==> src/rtl/adq_record_ctrl.sv <==
// Triggered record-acquisition sequencer: arm, qualify trigger, holdoff,
// gate one record of sandbox data onto the LVDS interface, repeat N times.
module adq_record_ctrl #(
    parameter int unsigned RecLenBits  = 16,
    parameter int unsigned HoldoffBits = 16,
    parameter int unsigned NofRecBits  = 16,
    parameter int unsigned MissBits    = 8
) (
    input  logic                   ac_clk1x,
    input  logic                   rst_i,
    input  logic                   arm_i,
    input  logic                   disarm_i,
    input  logic [3:0]             trigger_vector_i,
    input  logic [RecLenBits-1:0]  record_length_i,
    input  logic [HoldoffBits-1:0] holdoff_i,
    input  logic [NofRecBits-1:0]  nof_records_i,
    output logic                   data_dry_o,
    output logic [1:0]             trig_phase_o,
    output logic [NofRecBits-1:0]  records_done_o,
    output logic [MissBits-1:0]    missed_trig_o,
    output logic                   busy_o,
    output logic                   done_o,
    output logic [2:0]             state_o
);

    typedef enum logic [2:0] {
        ST_IDLE    = 3'd0,
        ST_ARMED   = 3'd1,
        ST_HOLDOFF = 3'd2,
        ST_CAPTURE = 3'd3,
        ST_DONE    = 3'd4
    } state_t;

    state_t                 state;

    // Configuration captured when an arm request is accepted
    logic [RecLenBits-1:0]  len_m1_q;
    logic [HoldoffBits-1:0] holdoff_q;
    logic [NofRecBits-1:0]  nof_q;

    logic [HoldoffBits-1:0] hold_cnt;
    logic [RecLenBits-1:0]  sample_cnt;

    // Decoded events for the current cycle
    logic                   trig_hit;
    logic [1:0]             trig_idx;
    logic                   last_sample;
    logic                   arm_ok;
    logic                   abort;
    logic                   trig_ok;
    logic                   hold_done;
    logic                   start_cap;
    logic                   rec_end;
    logic                   acq_end;
    logic                   miss_ev;
    logic [NofRecBits-1:0]  rec_next;
    logic [MissBits-1:0]    miss_next;

    assign state_o = 3'(state);

    // Lowest set trigger bit selects the phase of the starting sample
    always_comb begin
        trig_hit = |trigger_vector_i;
        trig_idx = 2'd3;
        if (trigger_vector_i[0]) begin
            trig_idx = 2'd0;
        end else if (trigger_vector_i[1]) begin
            trig_idx = 2'd1;
        end else if (trigger_vector_i[2]) begin
            trig_idx = 2'd2;
        end
    end

    // Event decode; disarm outranks triggers and end-of-record
    always_comb begin
        last_sample = (sample_cnt == len_m1_q);
        rec_next    = records_done_o + NofRecBits'(1);
        miss_next   = (&missed_trig_o) ? missed_trig_o : missed_trig_o + MissBits'(1);
        arm_ok      = (state == ST_IDLE) && arm_i && !disarm_i;
        abort       = (state != ST_IDLE) && disarm_i;
        trig_ok     = (state == ST_ARMED) && trig_hit && !disarm_i;
        hold_done   = (state == ST_HOLDOFF) && (hold_cnt == '0) && !disarm_i;
        start_cap   = (trig_ok && (holdoff_q == '0)) || hold_done;
        rec_end     = (state == ST_CAPTURE) && last_sample && !disarm_i;
        acq_end     = rec_end && (nof_q != '0) && (rec_next == nof_q);
        // A trigger on the final sample is not counted: a held trigger
        // carries into the following ARMED cycle and is accepted there.
        miss_ev     = trig_hit && !disarm_i &&
                      ((state == ST_HOLDOFF) ||
                       ((state == ST_CAPTURE) && !last_sample));
    end

    // Sequencer state and the strobes that follow it
    always_ff @(posedge ac_clk1x) begin
        if (rst_i) begin
            state      <= ST_IDLE;
            data_dry_o <= 1'b0;
            busy_o     <= 1'b0;
            done_o     <= 1'b0;
        end else if (abort) begin
            state      <= ST_IDLE;
            data_dry_o <= 1'b0;
            busy_o     <= 1'b0;
            done_o     <= 1'b0;
        end else begin
            case (state)
                ST_IDLE: begin
                    if (arm_ok) begin
                        state  <= ST_ARMED;
                        busy_o <= 1'b1;
                    end
                end
                ST_ARMED: begin
                    if (start_cap) begin
                        state      <= ST_CAPTURE;
                        data_dry_o <= 1'b1;
                    end else if (trig_ok) begin
                        state <= ST_HOLDOFF;
                    end
                end
                ST_HOLDOFF: begin
                    if (start_cap) begin
                        state      <= ST_CAPTURE;
                        data_dry_o <= 1'b1;
                    end
                end
                ST_CAPTURE: begin
                    if (acq_end) begin
                        state      <= ST_DONE;
                        data_dry_o <= 1'b0;
                        done_o     <= 1'b1;
                    end else if (rec_end) begin
                        state      <= ST_ARMED;
                        data_dry_o <= 1'b0;
                    end
                end
                ST_DONE: begin
                    state  <= ST_IDLE;
                    done_o <= 1'b0;
                    busy_o <= 1'b0;
                end
                default: begin
                    state      <= ST_IDLE;
                    data_dry_o <= 1'b0;
                    busy_o     <= 1'b0;
                    done_o     <= 1'b0;
                end
            endcase
        end
    end

    // Latch configuration on an accepted arm; zero length means one sample
    always_ff @(posedge ac_clk1x) begin
        if (rst_i) begin
            len_m1_q  <= '0;
            holdoff_q <= '0;
            nof_q     <= '0;
        end else if (arm_ok) begin
            len_m1_q  <= (record_length_i == '0) ? '0
                         : record_length_i - RecLenBits'(1);
            holdoff_q <= holdoff_i;
            nof_q     <= nof_records_i;
        end
    end

    // Holdoff countdown, loaded with holdoff-1 on trigger acceptance
    always_ff @(posedge ac_clk1x) begin
        if (rst_i) begin
            hold_cnt <= '0;
        end else if (trig_ok) begin
            hold_cnt <= holdoff_q - HoldoffBits'(1);
        end else if ((state == ST_HOLDOFF) && (hold_cnt != '0)) begin
            hold_cnt <= hold_cnt - HoldoffBits'(1);
        end
    end

    // In-record sample counter, 0..len-1
    always_ff @(posedge ac_clk1x) begin
        if (rst_i) begin
            sample_cnt <= '0;
        end else if (start_cap) begin
            sample_cnt <= '0;
        end else if ((state == ST_CAPTURE) && !last_sample) begin
            sample_cnt <= sample_cnt + RecLenBits'(1);
        end
    end

    // Phase of the trigger that started the current record
    always_ff @(posedge ac_clk1x) begin
        if (rst_i) begin
            trig_phase_o <= 2'd0;
        end else if (trig_ok) begin
            trig_phase_o <= trig_idx;
        end
    end

    // Completed-record count, cleared on arm, wraps when unlimited
    always_ff @(posedge ac_clk1x) begin
        if (rst_i) begin
            records_done_o <= '0;
        end else if (arm_ok) begin
            records_done_o <= '0;
        end else if (rec_end) begin
            records_done_o <= rec_next;
        end
    end

    // Saturating count of triggers ignored during holdoff/capture
    always_ff @(posedge ac_clk1x) begin
        if (rst_i) begin
            missed_trig_o <= '0;
        end else if (arm_ok) begin
            missed_trig_o <= '0;
        end else if (miss_ev) begin
            missed_trig_o <= miss_next;
        end
    end

endmodule

==> config.mk <==
export PLATFORM = sky130hd
export DESIGN_NAME = adq_record_ctrl
export DESIGN_NICKNAME = d
export VERILOG_FILES = /design/src/rtl/adq_record_ctrl.sv
export SDC_FILE = /design/constraint.sdc
export NUM_CORES = 1
export LEC_CHECK = 0
export CAP_MARGIN = 40
export CORE_ASPECT_RATIO = 0.7
export CORE_UTILIZATION = 30
export CTS_CLUSTER_DIAMETER = 100
export DETAILED_ROUTE_END_ITERATION = 8
export DONT_BUFFER_PORTS = 1
export PLACE_DENSITY_LB_ADDON = 0.3
export SLEW_MARGIN = 20
export SYNTH_ARGS = -nofsm -noshare
export SYNTH_HDL_FRONTEND = slang
export SYNTH_SLANG_ARGS = --single-unit
==> constraint.sdc <==
create_clock -name ac_clk1x -period 6.3 [get_ports ac_clk1x]
set_input_delay 1.575 -clock ac_clk1x [delete_from_list [all_inputs] [get_ports ac_clk1x]]
set_output_delay 1.575 -clock ac_clk1x [all_outputs]
set_load 0.01 [all_outputs]
==> results of run 1 <==
-- critical path, delay by kind of cell --
kind,cells,cell delay (ns)
simple gates,4,1.57
fa+ha+maj,1,0.35
mux,1,0.25
compound gates,1,0.21
xor+xnor,1,0.14
buf+inv,1,0.09
-- per-stage QoR --
step                utilization, %  total power [uW]  instance area [um2]  instances  hold slack (ns)
finish                        33.8              2260                 6780       1037            0.479
global route                  33.8              2410                 6780       1037            0.496
CTS                           33.8              2270                 6780       1037            0.484
detailed placement            32.4              1690                 6500       1021            0.473
global placement              32.2              1680                 6460       1019            0.458
floorplan                        -              1510                 6230        783            0.446
-- worst paths after layout --
| kind | start | end | slack [ns] | cells after the start |
|---|---|---|---|---|
| worst min-delay path | len_m1_q[15] | len_m1_q[15] | 0.48 | 2 |
| worst min register to register | len_m1_q[15] | len_m1_q[15] | 0.48 | 2 |
| worst max register to register | state_o[1] | hold_cnt[4] | 2.94 | 9 |
| worst max-delay path | disarm_i | hold_cnt[4] | 2.40 | 9 |
-- routing by layer --
layer | global-route usage [%] | wire, um | vias up
li1 | - | - | 2779
met1 | 26.0 | 9360 | 2625
met2 | 22.6 | 6630 | 175
met3 | 5.27 | 1310 | 14
met4 | 4.44 | 184 | 0
met5 | 0 | 0 | -
-- layout by cell type, fill, tap and decap left out, types with 4 or more instances in the layout --
master / netlist / layout
a2111oi_0: 6 / 6
a211oi_1: 15 / 15
a21oi_1: 72 / 72
a31oi_1: 7 / 7
and2_1: 4 / 4
and3_1: 4 / 4
and4_1: 4 / 4
buf_4: 0 / 7
clkbuf_16: 0 / 9
dfxtp_1: 112 / 112
ha_1: 5 / 5
inv_1: 17 / 17
mux2i_1: 5 / 5
nand2_1: 117 / 117
nand3_1: 21 / 21
nand3b_1: 4 / 4
nand4_1: 14 / 14
nor2_1: 56 / 56
nor2b_1: 5 / 5
nor3_1: 19 / 19
nor3b_1: 4 / 4
nor4_1: 19 / 19
nor4_4: 3 / 4
o21ai_0: 45 / 45
o31ai_1: 7 / 7
or3_1: 25 / 25
or4_1: 12 / 12
xnor2_1: 70 / 70
xor2_1: 17 / 17
-- area by class of cell --
class | instances | area share [%]
multi-input cells | 613 | 55.6
flip-flops and latches | 112 | 33.1
well taps | 270 | 4.98
clock buffers | 11 | 3.43
repair buffers | 8 | 1.18
inverters | 18 | 0.997
clock inverters | 5 | 0.683
-- power breakdown --
part / internal [uW] / switching (uW)
Clock: 277 / 289
Sequential: 778 / 82.2
Combinational: 347 / 485
Total: 1400 / 856
-- cells in the mapped netlist, drive strengths merged (6+ instances only) --
| cell type | instances |
|---|---|
| clkbuf | 31 |
| a21oi | 72 |
| or4 | 14 |
| nor2 | 57 |
| nor3 | 19 |
| nand4 | 14 |
| inv | 17 |
| xor2 | 17 |
| or3 | 25 |
| o21ai | 46 |
| xnor2 | 70 |
| nand2 | 117 |
| a211oi | 16 |
| dfxtp | 112 |
| o31ai | 8 |
| a31oi | 7 |
| buf | 9 |
| a2111oi | 6 |
| nor4 | 25 |
| nand3 | 22 |
-- flip-flops by register name, summed over array words and instances, names as in the netlist --
signal and flops:
done_o 1, len_m1_q 16, missed_trig_o 8, state_o 3
sample_cnt 16, trig_phase_o 2, data_dry_o 1, busy_o 1
nof_q 16, hold_cnt 16, holdoff_q 16, records_done_o 16
-- kinds of logic (layout without fill, tap and decap cells) --
kind of cell	after synthesis	after routing
buffers and inverters	58	42
multiplexers	6	6
XOR/XNOR	87	87
flip-flops	112	112
adder cells (fa/ha/maj)	5	5
AND/OR/NAND/NOR	330	330
AO/OA/AOI/OAI	185	185
==> results.md, run 1 <==
* Status: complete, no violations
* Mux cell area share after synthesis at 0.984%
* Antenna Cells at 0
* Crit path kind: input pin to register
* Hold Vio Cnt, Final at 0
* Top Ports at 88
* Gate count after technology mapping at 783
* Clk_skew at 0.0111 ns
* Max-slew headroom at 42.7%
* Synth area leader: dfxtp_1
* PostCTS Resize Cnt at 0
* Synthesis-to-layout area growth at 8.77%
* Initial Util at 31.1%
* Post-synthesis compound-gate area fraction at 18.5%
* Mapped Avg Cell Area at 7.96 um2
* Root buf cell: clkbuf_16
* Post-route clock period utilization at 62.0%
* Post-route ant nets at 0
* Largest stage delay, worst path at 0.72 ns
* 1st-iter DRT viols at 429
* CTS Buf Count at 9
* Synth area leaders: dfxtp_1 36%, xnor2_1 9.8%, nand2_1 7.0%
* Critical Path RT at 6.59 ns
* Tmin final at 3.90 ns
* Multi-input gate area at 0.00377 mm2
* Crit start category: input pin
* First-pass GRT wire length at 28.4 mm
* Register Area at 0.00224 mm2
* Routed WL per cell at 16.9 um
* DRC violations left at 0
* Total grt overflow at 0
* Main synth FF type: dfxtp_1
* Syn Nets at 844
* Sequential-to-total area share from yosys stat at 36.0%
* Crit Path Max Fanout at 9
* Setup WS pre-CTS at 2.05 ns
* Post-synthesis simple-gate area fraction at 27.6%
* Number of global-route vias before repair at 5066
* Max Slew Vio Count at 0
* Synth Area in XOR/XNOR at 12.2%
* Slowest-stage cell, CP: or4b_1
* Pin count of the biggest net entering global routing at 51
* Reg clk slew, reported paths at 0.08 ns
* Std-Cell Rows at 43
* RSZ-0062 raised after global routing: no
* Initial antenna violation count at 0
* Clock sink count at 112
* CP cell instances: or4b_1 -> nor2_2 -> mux2i_1 -> ha_1 -> inv_1 -> or3_1 -> xnor2_1 -> nor2_1 -> a211oi_1
* Post-Synth Adder-Cell Area at 1.00%
* Die area at 0.0214 mm2
* Hold crit path type: register to register
* Static Leak at 0.00211 uW
* Synth cell types at 71
* Worst Path Arrival at 4.19 ns
* Drt first pass iters at 5
* GRT Total Usage at 17.1%
* Register bit total from synthesis at 112
* Overall die height at 123 um
* Hold buffers post-CTS at 0
* Die width at 174 um
* Max Freq at 256 MHz
* GPL Wtd Cong at 0.834
* CTS tree: yes
* Layout fillers at 2157
* # nets final at 823
* H-tree lvl count at 3
* Max-cap viol count at 0
* Vias per cell at 5.39
* PortBufs at 0
* Layout cells sized above 1 at 5.87%
* Setup TNS at 0 ns
* Routed WL at 17.5 mm
* Vias at 5593
* Max IR drop VDD at 0.185 mV
* Detail Placement HPWL at 12.9 mm
* CP endpoint kind: register
* Largest family of logic cells by synthesized area: simple AND/OR/NAND/NOR gates
* Synthesized area at 0.00623 mm2
* Worst Setup Slack, final at 2.40 ns
* Synth async-reset ratio at 0%
* Synthesis Warnings at 0
* Synth top area share at 36.0%
* Worst-Skew Late Latency at 0.37 ns
* Power Dens Cells at 333 mW/mm2
* Endpoints failing setup at 0
* Setup Fix Bufs, Post-CTS at 0
* Post-synth EDFFs at 0
* Core ar. at 0.0201 mm2
* Slew of the pin with the lowest slew margin at 0.851 ns
* Clock Tree Buf Depth at 2
Note: power is estimated with default switching activity, not from simulation.
==> run 2: changes to the inputs <==
==> constraint.sdc (replaced) <==
create_clock -name ac_clk1x -period 3.6 [get_ports ac_clk1x]
set_input_delay 0.9 -clock ac_clk1x [delete_from_list [all_inputs] [get_ports ac_clk1x]]
set_output_delay 0.9 -clock ac_clk1x [all_outputs]
set_load 0.01 [all_outputs]
==> results.md, run 2 (same netlist as run 1, synthesis figures left out) <==
* Clock power share at 24.9% (was 25.1%)
* Multi-input gate area at 0.00377 mm2 (unchanged)
* Layout fillers at 2138 (was 2157)
* Routed WL at 17.5 mm (about the same)
* Hold crit path type: register to register (unchanged)
* CTS Buf Count at 9 (unchanged)
* Clock Tree Buf Depth at 2 (unchanged)
* Die area at 0.0214 mm2 (unchanged)
* Max IR drop VDD at 0.308 mV (was 0.185 mV)
* Layout cells sized above 1 at 7.69% (was 5.87%)
* Number of global-route vias before repair at 5023 (was 5066)
* Finished Cell Area at 0.00687 mm2 (was 0.00678 mm2)
* R2R Setup Slk at 0.75 ns (was 2.94 ns)
* Std-Cell Rows at 43 (unchanged)
* Detail Placement HPWL at 13.0 mm (was 12.9 mm)
* Routed WL per cell at 16.6 um (was 16.9 um)
* Switch share at 37.7% (was 37.9%)
* Tmin final at 2.85 ns
* Antenna Cells at 0 (unchanged)
* H-tree lvl count at 3 (unchanged)
* First-pass GRT wire length at 28.1 mm (was 28.4 mm)
* Switch Pwr at 1490 uW (was 856 uW)
* Setup Fix Bufs, Post-CTS at 0 (unchanged)
* DRC violations left at 0 (unchanged)
* RSZ-0062 raised after global routing: no (unchanged)
* PostCTS Resize Cnt at 0 (unchanged)
* Flop pwr share at 37.9% (was 38.1%)
* CTS tree: yes (unchanged)
* Worst Setup Slack, final at 0.750 ns (was 2.40 ns)
* Reg clk slew, reported paths at 0.08 ns (about the same)
* Slowest-stage cell, CP: or4_1 (was or4b_1)
* Worst-Skew Late Latency at 0.36 ns (was 0.37 ns)
* Crit start category: register (was input pin)
* Worst Path Arrival at 3.12 ns (was 4.19 ns)
* Core ar. at 0.0201 mm2 (unchanged)
* Drt first pass iters at 5 (unchanged)
* Internal at 2470 uW (was 1400 uW)
* Min-delay src: len_m1_q[12] (was len_m1_q[15])
* Static Leak at 0.00217 uW (was 0.00211 uW)
* Crit path kind: register to register (was input pin to register)
* Most common cell after layout, fill and taps aside: nand2_1 (unchanged)
* Initial Util at 31.1% (unchanged)
* Critical Path Start: records_done_o[1] (was disarm_i)
* Vias at 5547 (was 5593)
* Status: complete, no violations (unchanged)
* Endpoints failing setup at 0 (unchanged)
* GPL Wtd Cong at 0.821 (was 0.834)
* Max-cap viol count at 0 (unchanged)
* Post-route ant nets at 0 (unchanged)
* 1st-iter DRT viols at 438 (was 429)
* Vias per cell at 5.28 (was 5.39)
* Setup TNS at 0 ns (unchanged)
* PortBufs at 0 (unchanged)
* GRT Total Usage at 16.9% (was 17.1%)
* Setup WS pre-CTS at 0.526 ns (was 2.05 ns)
* Post-DP Area at 0.00659 mm2 (was 0.00650 mm2)
* Slew of the pin with the lowest slew margin at 0.780 ns (was 0.851 ns)
* Post-route clock period utilization at 79.2%
* Power share of the combinational group at 37.2% (was 36.8%)
* Synthesis-to-layout area growth at 10.3% (was 8.77%)
* Root buf cell: clkbuf_16 (unchanged)
* Clock sink count at 112 (unchanged)
* Hold Vio Cnt, Final at 0 (unchanged)
* Pin count of the biggest net entering global routing at 51 (unchanged)
* CP cell instances: ha_1 -> nand3_1 -> or4_1 -> a32oi_1 -> nand3b_1 -> or3b_1 -> nor4_1 (was or4b_1 -> nor2_2 -> mux2i_1 -> ha_1 -> inv_1 -> or3_1 -> xnor2_1 -> nor2_1 -> a211oi_1)
* Most frequent cells in the layout: 117 x nand2_1, 112 x dfxtp_1, 72 x a21oi_1 (unchanged)
* Reg-to-Reg Start: records_done_o[1] (was state_o[1])
* Critical Path RT at 3.87 ns (was 6.59 ns)
* Hold buffers post-CTS at 0 (unchanged)
* # nets final at 837 (was 823)
* Clk_skew at 0.0130 ns (was 0.0111 ns)
* Largest stage delay, worst path at 0.66 ns (was 0.72 ns)
* Overall die height at 123 um (unchanged)
* Initial antenna violation count at 0 (unchanged)
* CP endpoint kind: register (unchanged)
* Total grt overflow at 0 (unchanged)
* Max Freq at 351 MHz
* Die width at 174 um (unchanged)
* Crit Path Max Fanout at 7 (was 9)
* Max-slew headroom at 47.4% (was 42.7%)
* Top Ports at 88 (unchanged)
* Power Dens Cells at 576 mW/mm2 (was 333 mW/mm2)
* Max Slew Vio Count at 0 (unchanged)
* Register Area at 0.00224 mm2 (unchanged)
## run 2: cell types whose count changed in the layout (fill, tap and decap cells not counted), sizes merged
| cell | previous run | this run |
|---|---|---|
| clkinv | 2 | 3 |
| buf | 8 | 22 |
| clkinvlp | 0 | 1 |
| clkbuf | 11 | 9 |
| inv | 21 | 20 |
## run 2: power by group through the flow
stage	combinational (uW)	sequential, uW	clock [uW]
global route	1640	1520	1080
detailed placement	1450	1520	0
CTS	1460	1500	1020
finish	1470	1500	986
floorplan	1150	1490	0
global placement	1440	1520	0
## run 2: worst paths after layout
kind,to,depth (start not counted)
setup reg to reg,state_o[2],7
hold / removal,len_m1_q[12],2
setup / recovery,state_o[2],7
hold reg to reg,len_m1_q[12],2
## run 2: critical path, delay by kind of cell, from the launching register on
| kind | cells | cell delay, ns |
|---|---|---|
| AO/OA/AOI/OAI | 1 | 0.22 |
| adder cells (fa/ha/maj) | 1 | 0.30 |
| flip-flops | 1 | 0.54 |
| AND/OR/NAND/NOR | 5 | 1.69 |
## run 2: stage by stage
stage	util [%]	power, uW	instances	hold WS, ns
floorplan	-	2640	783	0.446
global placement	32.8	2970	1035	0.462
detailed placement	32.8	2980	1035	0.469
CTS	34.2	3980	1050	0.482
global route	34.2	4230	1050	0.499
finish	34.2	3960	1050	0.476
## run 2: final cells by class
cell class	count	area share [%]
clock inverter	6	0.892
multi-input combinational	613	54.9
clock buffer	9	3.28
sequential	112	32.6
timing repair buffer	22	2.40
inverter	18	0.983
tap	270	4.92
## run 2: layer usage
metal | share of wire (%) | wire length [um] | global-route usage [%] | up-vias
li1 | - | - | - | 2795
met1 | 54 | 9430 | 26.3 | 2563
met2 | 38 | 6580 | 22.2 | 177
met3 | 7.6 | 1330 | 4.80 | 12
met4 | 0.79 | 138 | 3.45 | 0
met5 | 0 | 0 | 0 | -
==> run 3: changes to the inputs <==
==> constraint.sdc (replaced) <==
create_clock -name ac_clk1x -period 2.4 [get_ports ac_clk1x]
set_input_delay 0.6 -clock ac_clk1x [delete_from_list [all_inputs] [get_ports ac_clk1x]]
set_output_delay 0.6 -clock ac_clk1x [all_outputs]
set_load 0.01 [all_outputs]
==> results.md, run 3 (same netlist as run 1, synthesis figures left out) <==
* First-pass GRT wire length at 28.4 mm (was 28.1 mm)
* Top Ports at 88 (unchanged)
* Max Slew Vio Count at 0 (unchanged)
* CP cell instances: or4_4 -> or4_4 -> or2_4 -> a31oi_4 -> o211ai_1 -> a221oi_2 (was ha_1 -> nand3_1 -> or4_1 -> a32oi_1 -> nand3b_1 -> or3b_1 -> nor4_1)
* Delay-heaviest family, CP: simple AND/OR/NAND/NOR gates (unchanged)
* Post-route ant nets at 0 (unchanged)
* Clk_skew at 0.0103 ns (was 0.0130 ns)
* # nets final at 902 (was 837)
* Max IR drop VDD at 0.368 mV (was 0.308 mV)
* Core ar. at 0.0201 mm2 (unchanged)
* Vias at 5780 (was 5547)
* Routed WL per cell at 15.8 um (was 16.6 um)
* Worst Path Arrival at 2.64 ns (was 3.12 ns)
* Tmin final at 2.37 ns (was 2.85 ns)
* Antenna Cells at 0 (unchanged)
* PortBufs at 0 (unchanged)
* Largest stage delay, worst path at 0.58 ns (was 0.66 ns)
* Overall die height at 123 um (unchanged)
* Slew of the pin with the lowest slew margin at 0.585 ns (was 0.780 ns)
* Drt first pass iters at 5 (unchanged)
* Std-Cell Rows at 43 (unchanged)
* Number of global-route vias before repair at 5224 (was 5023)
* Detail Placement HPWL at 13.5 mm (was 13.0 mm)
* Post-route clock period utilization at 98.7% (was 79.2%)
* Layout fillers at 2079 (was 2138)
* Reg clk slew, reported paths at 0.07 ns (was 0.08 ns)
* CTS Buf Count at 9 (unchanged)
* Die width at 174 um (unchanged)
* Root buf cell: clkbuf_16 (unchanged)
* DRC violations left at 0 (unchanged)
* Clock Tree Buf Depth at 2 (unchanged)
* Layout cells sized above 1 at 17.3% (was 7.69%)
* 1st-iter DRT viols at 483 (was 438)
* CP endpoint kind: register (unchanged)
* Most common cell after layout, fill and taps aside: nand2_1 (unchanged)
* Crit path top cell by count: or4_4
* Max Freq at 422 MHz (was 351 MHz)
* Crit path kind: register to register (unchanged)
* Pin count of the biggest net entering global routing at 51 (unchanged)
* Max-cap viol count at 0 (unchanged)
* Clock sink count at 112 (unchanged)
* GRT Total Usage at 16.9% (about the same)
* Initial antenna violation count at 0 (unchanged)
* Crit Path Max Fanout at 4 (was 7)
* Total grt overflow at 0 (unchanged)
* Hold Vio Cnt, Final at 0 (unchanged)
* Max-slew headroom at 61.0% (was 47.4%)
* Crit start category: register (unchanged)
* RSZ-0062 raised after global routing: yes (was no)
* Die area at 0.0214 mm2 (unchanged)
* Power Dens Cells at 876 mW/mm2 (was 576 mW/mm2)
* Routed WL at 17.6 mm (was 17.5 mm)
* Status: complete, no violations (unchanged)
* Worst-Skew Late Latency at 0.36 ns (about the same)
* CTS tree: yes (unchanged)
* Hold crit path type: input pin to register (was register to register)
* GPL Wtd Cong at 0.868 (was 0.821)
* Static Leak at 0.00255 uW (was 0.00217 uW)
* H-tree lvl count at 3 (unchanged)
* Initial Util at 31.1% (unchanged)
* Vias per cell at 5.18 (was 5.28)
* Slowest-stage cell, CP: or4_4 (was or4_1)
* Setup TNS at 0 ns (unchanged)
* Synthesis-to-layout area growth at 21.0% (was 10.3%)
* Final Hold Slack at 0.320 ns (was 0.476 ns)
* Most frequent cells in the layout: 115 x nand2_1, 111 x dfxtp_1, 83 x buf_4 (was 117 x nand2_1, 112 x dfxtp_1, 72 x a21oi_1)
* Endpoints failing setup at 0 (unchanged)
* Crit path buf inv count at 0 (unchanged)
* Critical Path RT at 2.67 ns (was 3.87 ns)
run 3: where the power goes:
part | switching (uW) | internal, uW | total (uW)
Clock | 724 | 875 | 1600
Sequential | 170 | 2040 | 2210
Combinational | 1470 | 1320 | 2790
Total | 2370 | 4240 | 6600
run 3: cell type report:
| cell class | instances | area [um2] | area share, % |
|---|---|---|---|
| multi-input combinational | 613 | 3890 | 51.6 |
| sequential | 112 | 2240 | 29.8 |
| timing repair buffer | 87 | 686 | 9.10 |
| tap | 270 | 338 | 4.48 |
| clock buffer | 11 | 253 | 3.35 |
| inverter | 18 | 67.6 | 0.896 |
| clock inverter | 5 | 63.8 | 0.846 |
run 3: final timing paths:
path,depth (start not counted),end,slack [ns],startpoint
setup / recovery,6,data_dry_o,0.03,hold_cnt[2]
hold / removal,1,holdoff_q[15],0.32,rst_i
setup reg to reg,6,data_dry_o,0.03,hold_cnt[2]
hold reg to reg,2,len_m1_q[11],0.48,len_m1_q[11]
run 3: per-layer routing:
| layer | track usage [%] | part of all wire [%] | vias to the layer above | wire [um] |
|---|---|---|---|---|
| met4 | 4.28 | 1.0 | 0 | 176 |
| li1 | - | - | 2952 | - |
| met5 | 0 | 0 | - | 0 |
| met2 | 23.6 | 40 | 144 | 7090 |
| met1 | 25.5 | 53 | 2673 | 9320 |
| met3 | 4.00 | 6.0 | 11 | 1060 |
run 3: per-stage QoR:
stage	instance area (um2)	utilization, %	setup slack [ns]	std cells	power, uW
after floorplan	6310	-	-0.308	783	4050
after global placement	7130	35.5	-0.166	1098	4830
after detailed placement	7140	35.6	-0.163	1099	4850
after CTS	7480	37.3	0.0166	1115	6500
after global routing	7540	37.6	-0.0554	1116	7010
final	7540	37.6	0.0320	1116	6600
run 3: repair_timing:
item	in CTS	in global routing
hold buffers	0	0
gates resized for setup	4	12
pin swaps	2	8
endpoints found under the setup margin	2	12
gates cloned	0	0
buffers inserted	0	1
endpoints found under the hold margin	0	0
